File: src/rtl/multimode_counter_if.sv
// Control/status bundle for multimode_counter: reference, control strobes, prescale in; count and status out.
interface multimode_counter_if #(
  parameter int unsigned N = 8,
  parameter int unsigned P = 4
);
  logic [N-1:0] in_input;
  logic         in_latch;
  logic         in_start;
  logic         in_stop;
  logic         in_count_direction;
  logic         in_auto_reload;
  logic [P-1:0] in_prescale;
  logic [N-1:0] out_output;
  logic         out_done;
  logic         out_busy;

  modport master (
    output in_input, in_latch, in_start, in_stop, in_count_direction, in_auto_reload, in_prescale,
    input  out_output, out_done, out_busy
  );

  modport slave (
    input  in_input, in_latch, in_start, in_stop, in_count_direction, in_auto_reload, in_prescale,
    output out_output, out_done, out_busy
  );
endinterface

File: src/rtl/multimode_counter.sv
// Up/down timer with latched reference, prescaler, one-shot/auto-reload modes and a one-cycle done pulse.
module multimode_counter #(
  parameter int unsigned N = 8,
  parameter int unsigned P = 4
) (
  input  logic                 in_clk,
  input  logic                 in_nres,
  multimode_counter_if.slave   bus
);

  typedef enum logic {ST_IDLE = 1'b0, ST_RUN = 1'b1} state_e;

  state_e       state_q, state_d;
  logic [N-1:0] count_q, count_d;
  logic [N-1:0] ref_q,   ref_d;
  logic [P-1:0] pre_q,   pre_d;
  logic         up_q,    up_d;
  logic         auto_q,  auto_d;
  logic         done_q,  done_d;

  logic [N-1:0] term_c;
  logic [N-1:0] start_c;
  logic [N-1:0] step_c;
  logic [N-1:0] cnt_next_c;
  logic         tick_c;

  // Compare values use the reference as it stood before this edge; a latch in RUN applies from the next compare.
  always_comb begin
    term_c     = up_q ? ref_q : '0;
    start_c    = up_q ? '0 : ref_q;
    step_c     = up_q ? (count_q + N'(1)) : (count_q - N'(1));
    cnt_next_c = (count_q == term_c) ? start_c : step_c;
    tick_c     = (pre_q >= bus.in_prescale);
  end

  always_comb begin
    state_d = state_q;
    count_d = count_q;
    ref_d   = ref_q;
    pre_d   = pre_q;
    up_d    = up_q;
    auto_d  = auto_q;
    done_d  = 1'b0;

    case (state_q)
      ST_IDLE: begin
        pre_d = '0;
        if (bus.in_latch) begin
          ref_d   = bus.in_input;
          count_d = bus.in_count_direction ? '0 : bus.in_input;
        end
        if (bus.in_start && !bus.in_stop) begin
          state_d = ST_RUN;
          up_d    = bus.in_count_direction;
          auto_d  = bus.in_auto_reload;
          count_d = bus.in_count_direction ? '0 : (bus.in_latch ? bus.in_input : ref_q);
        end
      end

      ST_RUN: begin
        if (bus.in_latch) begin
          ref_d = bus.in_input;
        end
        // Stop wins over a tick landing on the same edge.
        if (bus.in_stop) begin
          state_d = ST_IDLE;
          pre_d   = '0;
        end else if (tick_c) begin
          pre_d   = '0;
          count_d = cnt_next_c;
          if (cnt_next_c == term_c) begin
            done_d = 1'b1;
            if (!auto_q) begin
              state_d = ST_IDLE;
            end
          end
        end else begin
          pre_d = pre_q + P'(1);
        end
      end
    endcase
  end

  always_ff @(posedge in_clk or negedge in_nres) begin
    if (!in_nres) begin
      state_q <= ST_IDLE;
      count_q <= '0;
      ref_q   <= '0;
      pre_q   <= '0;
      up_q    <= 1'b1;
      auto_q  <= 1'b0;
      done_q  <= 1'b0;
    end else begin
      state_q <= state_d;
      count_q <= count_d;
      ref_q   <= ref_d;
      pre_q   <= pre_d;
      up_q    <= up_d;
      auto_q  <= auto_d;
      done_q  <= done_d;
    end
  end

  assign bus.out_output = count_q;
  assign bus.out_done   = done_q;
  assign bus.out_busy   = (state_q == ST_RUN);

endmodule

File: src/flat_wrapper.sv
// flat-port wrapper written by rule: the top's interface ports become plain ports
module multimode_counter_flat 
#(
  parameter int unsigned N = 8,
  parameter int unsigned P = 4
)
  (in_clk, in_nres, bus_in_input, bus_in_latch, bus_in_start, bus_in_stop, bus_in_count_direction, bus_in_auto_reload, bus_in_prescale, bus_out_output, bus_out_done, bus_out_busy);
  multimode_counter_if #(.N(N), .P(P)) bus_i ();
  input  logic in_clk;
  input  logic in_nres;
  input wire logic [$bits(bus_i.in_input)-1:0] bus_in_input;
  input wire logic [$bits(bus_i.in_latch)-1:0] bus_in_latch;
  input wire logic [$bits(bus_i.in_start)-1:0] bus_in_start;
  input wire logic [$bits(bus_i.in_stop)-1:0] bus_in_stop;
  input wire logic [$bits(bus_i.in_count_direction)-1:0] bus_in_count_direction;
  input wire logic [$bits(bus_i.in_auto_reload)-1:0] bus_in_auto_reload;
  input wire logic [$bits(bus_i.in_prescale)-1:0] bus_in_prescale;
  output wire logic [$bits(bus_i.out_output)-1:0] bus_out_output;
  output wire logic [$bits(bus_i.out_done)-1:0] bus_out_done;
  output wire logic [$bits(bus_i.out_busy)-1:0] bus_out_busy;
  assign bus_i.in_input = bus_in_input;
  assign bus_i.in_latch = bus_in_latch;
  assign bus_i.in_start = bus_in_start;
  assign bus_i.in_stop = bus_in_stop;
  assign bus_i.in_count_direction = bus_in_count_direction;
  assign bus_i.in_auto_reload = bus_in_auto_reload;
  assign bus_i.in_prescale = bus_in_prescale;
  assign bus_out_output = bus_i.out_output;
  assign bus_out_done = bus_i.out_done;
  assign bus_out_busy = bus_i.out_busy;
  multimode_counter #(.N(N), .P(P)) u_core (.in_clk(in_clk), .in_nres(in_nres), .bus(bus_i));
endmodule
File: config.mk
export PLATFORM = sky130hd
export DESIGN_NAME = multimode_counter_flat
export DESIGN_NICKNAME = d
export VERILOG_FILES = /design/src/rtl/multimode_counter_if.sv /design/src/rtl/multimode_counter.sv /design/src/flat_wrapper.sv
export SDC_FILE = /design/constraint.sdc
export NUM_CORES = 1
export LEC_CHECK = 0
export CAP_MARGIN = 15
export CORE_ASPECT_RATIO = 0.6
export CORE_UTILIZATION = 55
export DETAILED_ROUTE_END_ITERATION = 16
export PLACE_DENSITY = 0.8
export SLEW_MARGIN = 5
export SYNTH_ARGS = -nofsm -noshare
export SYNTH_HDL_FRONTEND = slang
export SYNTH_SLANG_ARGS = --single-unit
File: constraint.sdc
create_clock -name in_clk -period 3.9 [get_ports in_clk]
set_input_delay 0.585 -clock in_clk [delete_from_list [all_inputs] [get_ports in_clk]]
set_output_delay 0.585 -clock in_clk [all_outputs]
set_load 0.005 [all_outputs]
==> impl_summary.log, run 1 <==
[metrics] power density relative to cell area: 516 nW/um^2
[metrics] Synth area leader: sky130_fd_sc_hd__dfrtp_1
[metrics] Via-to-Cell Ratio: 6.25
[metrics] cell area after layout: 2440 um^2
[metrics] WL per Instance: 17.2 um
[metrics] number of clock sinks seen by CTS: 24
[metrics] most common flop cell mapped by yosys: sky130_fd_sc_hd__dfrtp_1
[metrics] highest fanout seen on the critical path: 22
[metrics] post-route antenna net violation count: 0
[metrics] number of enable flip-flop cells after synthesis: 0
[metrics] number of buffers added by the clock tree synthesis step: 3
[metrics] destination of the worst register-to-register timing path: u_core.bus.out_busy
[metrics] Worst slew margin: 55.5%
[metrics] fraction of synthesized cell area taken by the top area cell type: 27.6%
[metrics] post-route clock skew: 0.00201 ns
[metrics] Crit Reg-Reg Startpoint: u_core.up_q
[metrics] status: completed
[metrics] global-route wire length before repair: 8840 um
[metrics] final hold vios: 0
[metrics] reg-to-reg slack, setup: 0.45 ns
[metrics] Crit path required time: 4.04 ns
[metrics] number of hold-repair buffers added at the cts stage: 0
[metrics] share of the core filled with cells: 71.2%
[metrics] number of buffers added on ports: 28
[metrics] postcts setup bufs: 0
[metrics] final estimated routing congestion in global placement: 0.893
[metrics] synth unique cells: 55
[metrics] Final HPWL DP: 3920 um
[metrics] data arrival time of the worst path: 3.59 ns
[metrics] maximum clock insertion buffer count: 2
[metrics] main area contributors after synthesis: sky130_fd_sc_hd__dfrtp_1 (28%), sky130_fd_sc_hd__ha_1 (6.6%), sky130_fd_sc_hd__nor2_1 (5.0%)
[metrics] combined global-route utilization of all metal layers: 29.0%
[metrics] Crit Path Category: reg -> reg
[metrics] Slew Limit Fails: 0
[metrics] r2r worst-path depth: 10
[metrics] DRC errors left: 0
[metrics] overall die width: 81.4 um
[metrics] Critical Path Source: u_core.up_q
[metrics] overflow left after global routing: 0
[metrics] max-capacitance violation count: 0
[metrics] initial antenna violation count: 0
[metrics] area of the mapped netlist: 2080 um^2
[metrics] setup repair after global routing missed its margin: no
[metrics] period utilisation layout: 88.5%
[metrics] net total in the final layout: 295
[metrics] time the worst path needs with I/O delays and setup: 3.45 ns
[metrics] accumulated negative setup slack: 0 ns
[metrics] number of flip-flops and latches in the synthesized netlist: 24
[metrics] Top Ports: 29
[metrics] most instantiated cells after synthesis: sky130_fd_sc_hd__nor2_1 (28), sky130_fd_sc_hd__dfrtp_1 (23), sky130_fd_sc_hd__nand2b_1 (13)
[metrics] starting DRC count in detailed routing: 131
[metrics] maximum number of pins on one net before global-route repair: 25
[metrics] async set-or-reset flop fraction in the synthesized netlist: 100%
[metrics] growth of design area from synthesis to finish: 17.1%
[metrics] clk_lat worst skew: 0.27 ns
[metrics] most common cell in the synthesized netlist: sky130_fd_sc_hd__nor2_1
[metrics] number of diodes added for antenna fixing: 0
[metrics] number of H-tree levels: 1
[metrics] clk slew on worst S/H paths: 0.09 ns
[metrics] Gates resized, CTS repair: 0
[metrics] TritonCTS clock tree: done
[metrics] detailed-router iteration count before antenna repair: 4
[metrics] number of rows created at floorplan: 16
[metrics] synthesized instance count: 242
[metrics] actual transition at the worst max-transition pin: 0.665 ns
[metrics] placed inst area: 2360 um^2
[metrics] Worst setup SP type: flip-flop
[metrics] Final Setup Violations: 0
[metrics] via count of the first global-routing pass: 1,729
[metrics] sequential share of the synthesized area: 28.9%
[metrics] share of cells above drive strength 1: 11.8%
[metrics] Detailed Route WL: 5310 um
[metrics] detailed-route via count: 1,926
[metrics] core region area: 3420 um^2
[metrics] Finished Layout Cells: 308
[metrics] leakage power figure: 0.000994 uW
[metrics] Peak supply drop: 0.291 mV
[metrics] highest attainable clock frequency: 0.290 GHz
[metrics] Tightest Hold Check Type: reg -> reg
[metrics] final worst hold slack: 0.530 ns
[metrics] timing endpoint of the critical path: u_core.bus.out_busy
[metrics] crit path capture type: flip-flop
[metrics] Net Count, Synth: 273
[metrics] yosys synthesis warning count: 0
[metrics] cell chosen for the clock root: sky130_fd_sc_hd__clkbuf_8
[metrics] placed instance count: 303
[metrics] Total Die Area: 4040 um^2
[metrics] Vert. Die Dim: 49.7 um
[metrics] average cell area after synthesis: 8.60 um^2
[metrics] initial core utilization: 60.8%
-- cell families (layout without fill, tap and decap cells) --
| family | after synthesis | after routing | share of synthesized area, % |
|---|---|---|---|
| AO/OA/AOI/OAI | 66 | 66 | 23.2 |
| XOR/XNOR | 13 | 13 | 5.47 |
| adder cells (fa/ha/maj) | 12 | 12 | 7.57 |
| buffers and inverters | 23 | 44 | 5.11 |
| flip-flops | 24 | 24 | 28.9 |
| multiplexers | 11 | 11 | 5.83 |
| AND/OR/NAND/NOR | 93 | 93 | 23.9 |
-- state kept, by name, indices dropped and copies added (netlist names) --
| register | count |
|---|---|
| u_core.bus.out_output | 8 |
| u_core.ref_q | 8 |
| u_core.pre_q | 4 |
| u_core.auto_q | 1 |
| u_core.bus.out_busy | 1 |
| u_core.bus.out_done | 1 |
| u_core.up_q | 1 |
-- critical path, cell delays in order (launching register included) --
cell	delay, ns
sky130_fd_sc_hd__dfstp_2	0.80
sky130_fd_sc_hd__inv_1	0.36
sky130_fd_sc_hd__ha_1	0.42
sky130_fd_sc_hd__a211oi_4	0.27
sky130_fd_sc_hd__o21bai_2	0.12
sky130_fd_sc_hd__a2111oi_2	0.33
sky130_fd_sc_hd__o21bai_2	0.17
sky130_fd_sc_hd__xnor2_1	0.14
sky130_fd_sc_hd__or4_1	0.50
sky130_fd_sc_hd__nand4_1	0.13
sky130_fd_sc_hd__a31oi_1	0.09
-- cells in the final DEF, fill, tap and decap left out, types with 3 or more instances in the layout --
| cell | count |
|---|---|
| sky130_fd_sc_hd__nand2_1 | 10 |
| sky130_fd_sc_hd__nand4_1 | 5 |
| sky130_fd_sc_hd__xor2_1 | 5 |
| sky130_fd_sc_hd__and3_1 | 4 |
| sky130_fd_sc_hd__o2bb2ai_1 | 3 |
| sky130_fd_sc_hd__nor2_1 | 28 |
| sky130_fd_sc_hd__nand3_1 | 7 |
| sky130_fd_sc_hd__ha_1 | 11 |
| sky130_fd_sc_hd__inv_1 | 8 |
| sky130_fd_sc_hd__o22ai_1 | 3 |
| sky130_fd_sc_hd__clkbuf_8 | 3 |
| sky130_fd_sc_hd__a21oi_1 | 12 |
| sky130_fd_sc_hd__dfrtp_1 | 23 |
| sky130_fd_sc_hd__clkdlybuf4s50_1 | 28 |
| sky130_fd_sc_hd__nand2b_1 | 13 |
| sky130_fd_sc_hd__a21o_1 | 5 |
| sky130_fd_sc_hd__buf_4 | 3 |
| sky130_fd_sc_hd__nor3_1 | 3 |
| sky130_fd_sc_hd__o21ai_0 | 11 |
| sky130_fd_sc_hd__nor2b_1 | 5 |
| sky130_fd_sc_hd__mux2_2 | 9 |
| sky130_fd_sc_hd__or2_2 | 7 |
| sky130_fd_sc_hd__a32oi_1 | 8 |
| sky130_fd_sc_hd__xnor2_1 | 8 |
-- area by class of cell --
type,instances,area [um^2]
clock buffer,4,45.0
fill,285,986
inverter,8,30.0
multi-input combinational,195,1370
sequential,24,602
tap,45,56.3
timing repair buffer,32,330
-- routing by layer --
| metal | GRT usage, % | wire, um | vias to the layer above |
|---|---|---|---|
| met4 | 2.68 | 23 | 0 |
| met1 | 43.7 | 2560 | 926 |
| met3 | 5.37 | 349 | 4 |
| li1 | - | - | 925 |
| met2 | 44.0 | 2370 | 71 |
| met5 | 0 | 0 | - |
-- where the power goes --
group | total [uW] | switching (uW) | internal (uW)
Combinational | 726 | 367 | 359
Sequential | 378 | 90.3 | 287
Clock | 155 | 81.6 | 73.1
Total | 1260 | 539 | 719
-- how the worst min path moves through the flow --
| stage | from | to | slack, ns | cells after the start |
|---|---|---|---|---|
| after detailed placement | u_core.pre_q[0] | u_core.pre_q[0] | 0.51 | 1 |
| after CTS | u_core.pre_q[0] | u_core.pre_q[0] | 0.52 | 1 |
| after floorplan | in_nres | u_core.auto_q | 0.29 | 0 |
| after global routing | u_core.pre_q[0] | u_core.pre_q[0] | 0.53 | 1 |
| final | u_core.pre_q[0] | u_core.pre_q[0] | 0.53 | 1 |
| after global placement | u_core.pre_q[0] | u_core.pre_q[0] | 0.49 | 1 |
-- metrics by stage --
stage / setup WS [ns] / total power [uW]
floorplan: 0.798 / 879
global route: 0.248 / 1360
detailed placement: 0.526 / 1080
CTS: 0.510 / 1250
global placement: 0.616 / 1070
finish: 0.448 / 1260
Power figures use the tool's default switching activity.
==> inputs of run 2 (changes only) <==
--- a/config.mk
+++ b/config.mk
@@ -7,9 +7,10 @@
 export LEC_CHECK = 0
 export CAP_MARGIN = 15
 export CORE_ASPECT_RATIO = 0.6
-export CORE_UTILIZATION = 55
+export CORE_UTILIZATION = 50
 export DETAILED_ROUTE_END_ITERATION = 16
-export PLACE_DENSITY = 0.8
+export PLACE_DENSITY = 0.77
+export SETUP_SLACK_MARGIN = 0.02
 export SLEW_MARGIN = 5
 export SYNTH_ARGS = -nofsm -noshare
 export SYNTH_HDL_FRONTEND = slang
==> constraint.sdc (replaced) <==
create_clock -name in_clk -period 2.9 [get_ports in_clk]
set_input_delay 0.435 -clock in_clk [delete_from_list [all_inputs] [get_ports in_clk]]
set_output_delay 0.435 -clock in_clk [all_outputs]
set_load 0.005 [all_outputs]
==> impl_summary.log, run 2 (synthesis gave the netlist of run 1 again) <==
[metrics] Peak supply drop: 0.386 mV
[metrics] detailed-router iteration count before antenna repair: 4
[metrics] Crit path required time: 3.05 ns
[metrics] time the worst path needs with I/O delays and setup: 2.83 ns
[metrics] critical-path cell with the highest stage delay: sky130_fd_sc_hd__dfstp_2
[metrics] detailed-route via count: 1,974
[metrics] power density relative to cell area: 725 nW/um^2
[metrics] WHS Path Cells: 1
[metrics] cell internal power dissipation: 1090 uW
[metrics] most repeated library cell on the critical path: sky130_fd_sc_hd__buf_4
[metrics] leakage power figure: 0.00107 uW
[metrics] period utilisation layout: 97.7%
[metrics] startpoint of the lowest-slack hold path: u_core.pre_q[0]
[metrics] Via-to-Cell Ratio: 6.11
[metrics] data arrival time of the worst path: 2.98 ns
[metrics] Crit Path Category: reg -> reg
[metrics] overall die width: 85.3 um
[metrics] combined global-route utilization of all metal layers: 26.2%
[metrics] Vert. Die Dim: 52.0 um
[metrics] net total in the final layout: 308
[metrics] Detailed Route WL: 5370 um
[metrics] TritonCTS clock tree: done
[metrics] r2r worst-path depth: 12
[metrics] reg-to-reg slack, setup: 0.07 ns
[metrics] Worst setup SP type: flip-flop
[metrics] Worst slew margin: 53.6%
[metrics] clk slew on worst S/H paths: 0.09 ns
[metrics] multi-input logic area: 1450 um^2
[metrics] Crit Reg-Reg Startpoint: u_core.up_q
[metrics] highest attainable clock frequency: 0.353 GHz
[metrics] core region area: 3830 um^2
[metrics] clk_lat worst skew: 0.27 ns
[metrics] via count of the first global-routing pass: 1,766
[metrics] setup ws final: 0.0671 ns
[metrics] growth of design area from synthesis to finish: 25.5%
[metrics] number of H-tree levels: 1
[metrics] global-route wire length before repair: 8790 um
[metrics] setup repair after global routing missed its margin: yes
[metrics] Clock Power Share: 12.5%
[metrics] status: completed
[metrics] worst-case setup slack after placement: 0.119 ns
[metrics] Tightest Hold Check Type: reg -> reg
[metrics] crit path capture type: flip-flop
[metrics] max-capacitance violation count: 0
[metrics] share of cells above drive strength 1: 19.9%
[metrics] number of clock sinks seen by CTS: 24
[metrics] Slew Limit Fails: 0
[metrics] combinational share of power: 62.1%
[metrics] number of hold-repair buffers added at the cts stage: 0
[metrics] maximum clock insertion buffer count: 2
[metrics] Final Setup Violations: 0
[metrics] end point of the worst hold path: u_core.pre_q[0]
[metrics] starting DRC count in detailed routing: 160
[metrics] maximum number of pins on one net before global-route repair: 25
[metrics] total area of sequential cells: 602 um^2
[metrics] fraction of power consumed by sequential logic: 25.4%
[metrics] delay of the slowest cell on the worst path: 0.56 ns
[metrics] DRC errors left: 0
[metrics] number of buffers added on ports: 28
[metrics] initial antenna violation count: 0
[metrics] critical path cell sequence: clkinvlp_4 -> buf_6 -> buf_4 -> ha_1 -> and3b_1 -> a211o_1 -> a311oi_2 -> buf_4 -> nor3b_1 -> o21ai_0 -> nand4_1 -> a31oi_1
[metrics] final hold vios: 0
[metrics] fillers: 299
[metrics] share of the core filled with cells: 68.2%
[metrics] number of diodes added for antenna fixing: 0
[metrics] total net switching power: 803 uW
[metrics] highest fanout seen on the critical path: 6
[metrics] cell chosen for the clock root: sky130_fd_sc_hd__clkbuf_8
[metrics] post-route clock skew: 0.00404 ns
[metrics] WL per Instance: 16.6 um
[metrics] final estimated routing congestion in global placement: 0.893
[metrics] number of rows created at floorplan: 17
[metrics] combined buffer and inverter count along the critical path: 4
[metrics] Total Die Area: 4430 um^2
[metrics] post-route antenna net violation count: 0
[metrics] actual transition at the worst max-transition pin: 0.696 ns
[metrics] Top Ports: 29
[metrics] initial core utilization: 54.4%
[metrics] number of buffers added by the clock tree synthesis step: 3
[metrics] Switching Share: 42.4%
[metrics] cell family contributing the most delay on the critical path: compound AO/OA/AOI/OAI gates
[metrics] commonest non-fill, non-tap cells in the layout: sky130_fd_sc_hd__nor2_1 (28), sky130_fd_sc_hd__clkdlybuf4s50_1 (28), sky130_fd_sc_hd__dfrtp_1 (23), sky130_fd_sc_hd__buf_4 (16), sky130_fd_sc_hd__nand2b_1 (13)
[metrics] accumulated negative setup slack: 0 ns
[metrics] overflow left after global routing: 0
[metrics] Final HPWL DP: 3960 um
[metrics] destination of the worst register-to-register timing path: u_core.bus.out_busy
[run 2: changes by cell type in the layout (fill, tap and decap cells not counted), moves of 2 or more]
cell                      previous run  this run
sky130_fd_sc_hd__xnor2_2             0         3
sky130_fd_sc_hd__buf_4               3        16
sky130_fd_sc_hd__ha_1               11         9
sky130_fd_sc_hd__xnor2_1             8         5
[run 2: worst reg2reg max path: cells and delay by family (launching register included)]
family	cells	cell delay (ns)
AO/OA/AOI/OAI	4	0.68
adder cells (fa/ha/maj)	1	0.30
buffers and inverters	4	0.68
flip-flops	1	0.56
AND/OR/NAND/NOR	3	0.50
[run 2: metrics by stage]
step | instances | hold slack (ns) | instance area [um^2] | power [uW]
after CTS | 319 | 0.496 | 2510 | 1760
after detailed placement | 315 | 0.484 | 2460 | 1520
after global routing | 323 | 0.533 | 2610 | 2030
after global placement | 315 | 0.492 | 2460 | 1510
after floorplan | 242 | 0.139 | 2100 | 1200
final | 323 | 0.498 | 2610 | 1890
[run 2: worst max path at each step]
stage,end,slack [ns],startpoint,cells after the start
6_report,u_core.bus.out_busy,0.07,u_core.up_q,12
5_1_grt,u_core.bus.out_busy,-0.02,u_core.up_q,9
4_1_cts,u_core.bus.out_done,0.1,u_core.up_q,10
3_5_place_dp,u_core.bus.out_done,0.12,u_core.up_q,10
3_3_place_gp,u_core.bus.out_done,0.18,u_core.up_q,10
2_1_floorplan,u_core.bus.out_done,0.02,u_core.up_q,12
[run 2: cell type report]
| class | count | share of cell area (%) |
|---|---|---|
| Timing Repair Buffer | 45 | 15.8 |
| Tap cell | 47 | 2.25 |
| Sequential cell | 24 | 23.0 |
| Inverter | 8 | 1.29 |
| Multi-Input combinational cell | 195 | 55.6 |
| Clock buffer | 4 | 2.11 |
[run 2: power by group through the flow]
stage / clock network, uW / registers, uW / logic, uW
after CTS: 240 / 477 / 1040
after floorplan: 0 / 456 / 741
after global placement: 0 / 482 / 1030
after detailed placement: 0 / 483 / 1040
after global routing: 256 / 494 / 1280
final: 237 / 481 / 1180
[run 2: layer usage]
layer / up-vias / GRT usage (%) / wire [um]
met5: - / 0 / 0
met1: 947 / 39.5 / 2810
li1: 954 / - / -
met4: 0 / 3.89 / 27
met2: 68 / 40.2 / 2190
met3: 5 / 4.29 / 343
[run 2: what timing repair did]
| item | 4_1_cts | 5_1_grt |
|---|---|---|
| buffers inserted | 0 | 4 |
| resized for setup | 0 | 15 |
| endpoints found under the setup margin | 0 | 2 |
